[src/rtl/shift_reg_pkg.sv]
// Shared helpers for the tapped shift register: counter width function and tap mode enum.
package shift_reg_pkg;

    typedef enum logic {
        TAP_PASS  = 1'b0,
        TAP_STAGE = 1'b1
    } tap_mode_e;

    // Width needed to hold 0..depth, never narrower than one bit.
    function automatic int cnt_width(input int depth);
        int w;
        w = $clog2(depth + 1);
        return (w < 1) ? 1 : w;
    endfunction

endpackage

[src/rtl/shift_reg_tap_stage.sv]
// One delay stage: data word plus valid bit, with hold, clear and optional data gating
// (SHIFT_REG_TAP_DATA_GATE_EN: data loads only when the incoming valid is set).
module shift_reg_tap_stage
    import shift_reg_pkg::*;
#(
    parameter type dtype = logic
) (
    input  logic clk,
    input  logic rst_n,
    input  logic clr,
    input  logic en,
    input  logic prev_valid,
    input  dtype prev_data,
    output logic valid,
    output dtype data
);

    always_ff @(posedge clk or negedge rst_n) begin
        if (!rst_n) begin
            valid <= 1'b0;
            data  <= '0;
        end else if (clr) begin
            valid <= 1'b0;
            data  <= '0;
        end else if (en) begin
            valid <= prev_valid;
`ifdef SHIFT_REG_TAP_DATA_GATE_EN
            // Invalid words leave the data register untouched to save toggles.
            if (prev_valid) begin
                data <= prev_data;
            end
`else
            data <= prev_data;
`endif
        end
    end

endmodule

[src/rtl/shift_reg_tap.sv]
// Valid-tracking delay line with stall, synchronous clear, runtime tap select and occupancy count.
// Optional macro SHIFT_REG_TAP_DATA_GATE_EN gates stage data loads on valid.
module shift_reg_tap
    import shift_reg_pkg::*;
#(
    parameter type dtype = logic,
    parameter int  Depth = 4,
    parameter int  TapW  = $clog2(Depth + 1),
    parameter int  CntW  = cnt_width(Depth)
) (
    input  logic            clk_i,
    input  logic            rst_ni,
    input  logic            clr_i,
    input  logic            en_i,
    input  logic            valid_i,
    input  dtype            d_i,
    input  logic [TapW-1:0] tap_sel_i,
    output logic            valid_o,
    output dtype            d_o,
    output logic [CntW-1:0] fill_o
);

    if (Depth < 1) begin : g_depth_check
        $fatal(1, "shift_reg_tap: Depth must be >= 1");
    end

    // Index 0 is the live input so stage k always reads entry k-1.
    dtype             data_q [Depth+1];
    logic [Depth:0]   vld_q;
    logic [CntW-1:0]  fill_q;
    logic [CntW-1:0]  fill_d;
    logic [TapW-1:0]  sel_c;
    tap_mode_e        tap_mode;

    assign data_q[0] = d_i;
    assign vld_q[0]  = valid_i;

    for (genvar k = 1; k <= Depth; k++) begin : g_stage
        shift_reg_tap_stage #(
            .dtype(dtype)
        ) u_stage (
            .clk       (clk_i),
            .rst_n     (rst_ni),
            .clr       (clr_i),
            .en        (en_i),
            .prev_valid(vld_q[k-1]),
            .prev_data (data_q[k-1]),
            .valid     (vld_q[k]),
            .data      (data_q[k])
        );
    end

    // Tap mux: out-of-range selects clamp to the last stage.
    always_comb begin
        sel_c    = (tap_sel_i > TapW'(Depth)) ? TapW'(Depth) : tap_sel_i;
        tap_mode = (sel_c == '0) ? TAP_PASS : TAP_STAGE;
        d_o      = d_i;
        valid_o  = valid_i;
        if (tap_mode == TAP_STAGE) begin
            for (int k = 1; k <= Depth; k++) begin
                if (sel_c == TapW'(k)) begin
                    d_o     = data_q[k];
                    valid_o = vld_q[k];
                end
            end
        end
    end

    // Occupancy tracks valids entering stage 1 and leaving the last stage.
    always_comb begin
        fill_d = fill_q;
        if (clr_i) begin
            fill_d = '0;
        end else if (en_i) begin
            fill_d = fill_q + CntW'(valid_i) - CntW'(vld_q[Depth]);
        end
    end

    always_ff @(posedge clk_i or negedge rst_ni) begin
        if (!rst_ni) begin
            fill_q <= '0;
        end else begin
            fill_q <= fill_d;
        end
    end

    assign fill_o = fill_q;

    a_fill_range : assert property (@(posedge clk_i) disable iff (!rst_ni) fill_q <= CntW'(Depth))
        else $error("shift_reg_tap: fill out of range");

endmodule

[config.mk]
export PLATFORM = sky130hd
export DESIGN_NAME = shift_reg_tap
export DESIGN_NICKNAME = d
export VERILOG_FILES = /design/src/rtl/shift_reg_pkg.sv /design/src/rtl/shift_reg_tap_stage.sv /design/src/rtl/shift_reg_tap.sv
export SDC_FILE = /design/constraint.sdc
export NUM_CORES = 1
export LEC_CHECK = 0
export ABC_AREA = 1
export CAP_MARGIN = 20
export CORE_MARGIN = 5
export CORE_UTILIZATION = 45
export CTS_CLUSTER_SIZE = 30
export DETAILED_ROUTE_END_ITERATION = 8
export PLACE_DENSITY = 0.73
export SLEW_MARGIN = 10
export SYNTH_ARGS = -nofsm -noshare
export SYNTH_HDL_FRONTEND = slang
export SYNTH_SLANG_ARGS = --single-unit
[constraint.sdc]
create_clock -name clk_i -period 2.1 [get_ports clk_i]
set_clock_uncertainty 0.1 [all_clocks]
set_input_delay 0.315 -clock clk_i [delete_from_list [all_inputs] [get_ports clk_i]]
set_output_delay 0.315 -clock clk_i [all_outputs]
set_load 0.05 [all_outputs]
# After elaboration in Yosys (flattened, before gate mapping)
# Index checks and enable logic that the tools add are counted.
# Widths: inputs -> output; s select.
word_totals:
  output_inout_bits: 5
  regBits: 11
op_classes:
  reduce_logical: 2
  addsub: 2
  mux: 29
  order_cmp: 1
  eq_ne: 4
ops:
  columns: ["cell", "n"]
  rows:
  - ["$mux 1", 26]
  - ["$mux 3", 3]
  - ["$eq 3x2->1 const B", 2]
  - ["$add 3x1->3", 1]
  - ["$eq 3x1->1 const B", 1]
  - ["$eq 3x3->1 const B", 1]
  - ["$gt 3x3->1 const B", 1]
  - ["$logic_not 3->1", 1]
  - ["$sub 3x1->3", 1]
  - ["$reduce_bool 2->1", 1]

# Logic depth before layout (Yosys ltp)
depth:
  depth_word: 8
  mapped_depth: 9
  ltp_nobuf: 9

# Modules after synthesis
# A second synthesis with hierarchy kept.
hier_totals:
  hier_cells: 92
  hier_area_um2: 669.4
by_module_without_submodules:
  columns: ["module", "area_per_inst_um2", "cells_per_inst", "instances", "seq_area_each_um2"]
  rows:
  - ["shift_reg_tap_stage", 85.1, 10, 4, 50.0]
  - ["shift_reg_tap", 329.1, 52, 1, 75.1]

# Worst setup path after synthesis
# Ideal clock, no wire load.
synth_path:
  kind: "register to register"
  startpoint: "register fill_q[0], in the netlist fill_o[0]"
  endpoint: "register fill_q[2], in the netlist fill_o[2]"
  path_slack_ps: 111
  path_buffers: 0
  arrival_ps: 1807
  stages_incl_launch_ff: 10
  t_required_ps: 1917
  setup_ps: 83
  cell_sequence: "dfrtp_1 > inv_1 > ha_1 > inv_1 > ha_1 > inv_1 > fa_1 > nand2_1 > nand2_1 > o21ai_0"
synth_between:
  elab_chain_cells: 4
synth_lines:
  columns: ["element", "line", "rtl"]
  rows:
  - ["from (decl)", "shift_reg_tap.sv:30", "logic [CntW-1:0] fill_q;"]
  - ["from (signal assigned)", "shift_reg_tap.sv:83", "fill_q <= fill_d;"]
  - ["$add 3x1->3", "shift_reg_tap.sv:75", "fill_d = fill_q + CntW'(valid_i) - CntW'(vld_q[Depth]);"]
  - ["$sub 3x1->3", "shift_reg_tap.sv:75", null]
  - ["$mux 3", "shift_reg_tap.sv:74", "end else if (en_i) begin"]
  - ["$mux 3", "shift_reg_tap.sv:72", "if (clr_i) begin"]
# No other way between the ends. The select of a mux whose other input is x is not followed.
# A chain may end at the register's enable or synchronous reset.

# Final worst setup path
layout_path:
  startpoint: "input port tap_sel_i[0]"
  endpoint: "output port d_o"
layout_between:
  elab_chain_cells: 8
layout_lines:
  columns: ["element", "line", "rtl"]
  rows:
  - ["from (decl)", "shift_reg_tap.sv:17", "input logic [TapW-1:0] tap_sel_i,"]
  - ["$gt 3x3->1", "shift_reg_tap.sv:55", "sel_c = (tap_sel_i > TapW'(Depth)) ? TapW'(Depth) : tap_sel_i;"]
  - ["$mux 3 *", "shift_reg_tap.sv:55", null]
  - ["$eq 3x1->1", "shift_reg_tap.sv:61", "if (sel_c == TapW'(k)) begin"]
  - ["$mux 1 (4 in series)", "shift_reg_tap.sv:61", null]
  - ["$mux 1 *", "shift_reg_tap.sv:59", "if (tap_mode == TAP_STAGE) begin"]
  - ["to (decl)", "shift_reg_tap.sv:19", "output dtype d_o,"]
# Every way passes the cells marked *; elsewhere a longest branch is shown, timed or not.

==> flow_metrics.tcl <==
set metrics [dict create \
    syn_area_um2 616 \
    crit_chain "clkdlybuf4s50_1 -> nand3_1 -> nand2_1 -> inv_1 -> nor2_1 -> nor2_1 -> nor2_1 -> buf_12" \
    fp.dieW_um 47.0 \
    finalSetupViolCount 0 \
    worstPathRequired_ps 1680 \
    synth_top_area_share_pct 44.7 \
    dpl.hpwl_um 1030 \
    grt_pass1_vias 477 \
    yosys.area.top_type "dfrtp_1" \
    final.setup.tns_ps 0 \
    fin_crit_sh_pct 95.6 \
    grt_pass1_wl_um 2060 \
    gr-total-overflow 0 \
    synth_cells 76 \
    die_y_um 47.0 \
    dieArea_mm2 0.00221 \
    cap_violations 0 \
    p_per_area_mw_per_mm2 609 \
    ys_types 14 \
    postLayoutCellArea_um2 800 \
    finalNetCount 105 \
    cts.clk_slew.worst_paths_ps 70 \
    slew-limit-headroom_pct 67.0 \
    cts.sinks 11 \
    register_area_um2 275 \
    cts_buffer_depth 2 \
    fp-row-count 13 \
    routed-via-count 536 \
    core_area_mm2 0.00130 \
    ys_ff_latch 11 \
    cts_buffers 3 \
    end_kind "output pin" \
    fmax_mhz 498 \
    avgRoutedWirePerCell_um 12.0 \
    antenna_found_initial 0 \
    drive_gt1_share_pct 7.61 \
    drt_iter0_drc 18 \
    num_antenna_cells 0 \
    vias_per_cell 5.01 \
    critPathMaxFanout 6 \
    worst_slew_pin_slew_ps 493 \
    power.leakage_nw 0.384 \
    clockRootBuffer "clkbuf_4" \
    finalWirelength_um 1290 \
    ys_seq_area_share_pct 44.7 \
    synth.area.top_cells "dfrtp_1 45%, inv_1 9.8%, nand3_1 7.3%, o21ai_0 5.7%, nand2_1 5.5%" \
    ir_worst_vdd_v 0.000323 \
    clock_latency_ps 280 \
    instances_no_fill 107 \
    postCtsHoldBufs 0 \
    start_util_pct 47.3 \
    crit_arrival_ps 1590 \
    drtPass1Iterations 4 \
    detail-route-antenna-nets 0 \
    dpl.cell_count 103 \
    gp_congestion 0.766 \
    timing_worst_setup_path_type "primary input to output pin" \
    rsz0062_at_grt "false" \
    grt_max_degree 13 \
    ys.warnings.count 0 \
    port_buffers 13 \
    min_path_type "primary input to asynchronous set/reset pin" \
    final_hold_viol_count 0 \
    postPlaceCellArea_um2 773 \
    post_cts_resized 0 \
    max_stage_delay_ps 580 \
    fin_crit_ps 2010 \
    cp_slowest_cell "clkdlybuf4s50_1" \
    status "finished clean" \
    worstSetupStartpointType "primary input" \
    fillers 121 \
    crit_top_cell "nor2_1" \
    area_delta_synth_final_pct 29.9 \
    post_cts_buffers 0 \
    syn_area_per_cell_um2 8.10 \
    grt.total_usage_pct 14.3 \
    h-tree-depth 1 \
    io_pins 14 \
    cts_tree "done" \
    drc 0 \
    maxSlewViolCount 0 \
    multi_input_area_um2 265 \
    synth_nets 88 \
]
## through the flow
stage / setup WS (ps) / hold WS [ps] / util (%) / power (mW)
floorplan: 111 / -80.6 / - / 0.292
global placement: 120 / 420 / 59.4 / 0.340
detailed placement: 101 / 429 / 59.4 / 0.344
CTS: 98.2 / 267 / 61.4 / 0.492
global route: 10.1 / 290 / 61.4 / 0.509
finish: 91.8 / 260 / 61.4 / 0.487
## synth_stat cells, drive strengths merged
cell / instances
dfrtp: 11
buf: 1
xor2: 1
nand2: 9
o22ai: 5
inv: 17
nand3: 9
nand4: 4
o21ai: 7
nor2: 9
fa: 1
ha: 2
## power breakdown
group / leakage, nW / internal [mW] / switching [mW]
combinational: 0.219 / 0.0460 / 0.0673
clock: 0.0150 / 0.0739 / 0.0741
sequential: 0.151 / 0.220 / 0.00553
## registers in the layout, summed over array words and instances (netlist names)
register / flops
g_stage.u_stage.data: 4
g_stage.u_stage.valid: 4
fill_o: 3
## worst paths after layout
kind                            slack (ps)                    start  cells after the start                       to
worst min-delay path                   260                   rst_ni                      1                fill_o[1]
worst min register to register         450  g_stage[4].u_stage.data                      2  g_stage[4].u_stage.data
max in group asynchronous             1320                   rst_ni                      1  g_stage[2].u_stage.data
worst max-delay path                    90             tap_sel_i[0]                      8                      d_o
min in group clk_i                     450  g_stage[4].u_stage.data                      2  g_stage[4].u_stage.data
worst max register to register         300                fill_o[0]                      9                fill_o[2]
## cells by family (layout without fill, tap and decap cells)
| kind of cell | Yosys count | in the layout | synth area share (%) |
|---|---|---|---|
| AND/OR/NAND/NOR | 31 | 31 | 23.6 |
| buffers and inverters | 18 | 34 | 12.2 |
| adder cells (fa/ha/maj) | 3 | 3 | 7.32 |
| flip-flops | 11 | 11 | 44.7 |
| AO/OA/AOI/OAI | 12 | 12 | 10.8 |
| XOR/XNOR | 1 | 1 | 1.42 |
## cell usage in the layout, fill, tap and decap left out
| cell type | count |
|---|---|
| buf_12 | 2 |
| nor2_4 | 1 |
| inv_2 | 1 |
| inv_1 | 16 |
| dfrtp_1 | 11 |
| o21ai_0 | 7 |
| clkdlybuf4s50_1 | 11 |
| nor2_1 | 8 |
| o22ai_1 | 5 |
| ha_1 | 2 |
| nand2_1 | 9 |
| clkbuf_4 | 3 |
| nand3_1 | 9 |
| fa_1 | 1 |
| clkbuf_1 | 1 |
| nand4_1 | 4 |
| xor2_1 | 1 |
## area by class of cell
cell class,instances,share of cell area [%]
sequential,11,34.4
timing repair buffer,13,18.8
clock buffer,4,3.29
inverter,17,7.98
multi-input combinational,47,33.2
tap,15,2.35
## layer usage
metal	global-route usage [%]	vias to the layer above	share of wire (%)
li1	-	280	-
met2	20.6	11	47
met3	5.75	4	6.0
met1	16.7	241	44
met5	0	-	0
met4	11.6	0	3.0
## worst max-delay path: cells and delay by family
family / cells / cell delay (ps)
buf+inv: 3 / 780
simple gates: 5 / 500
No activity file was read; power rests on OpenSTA's default activity.
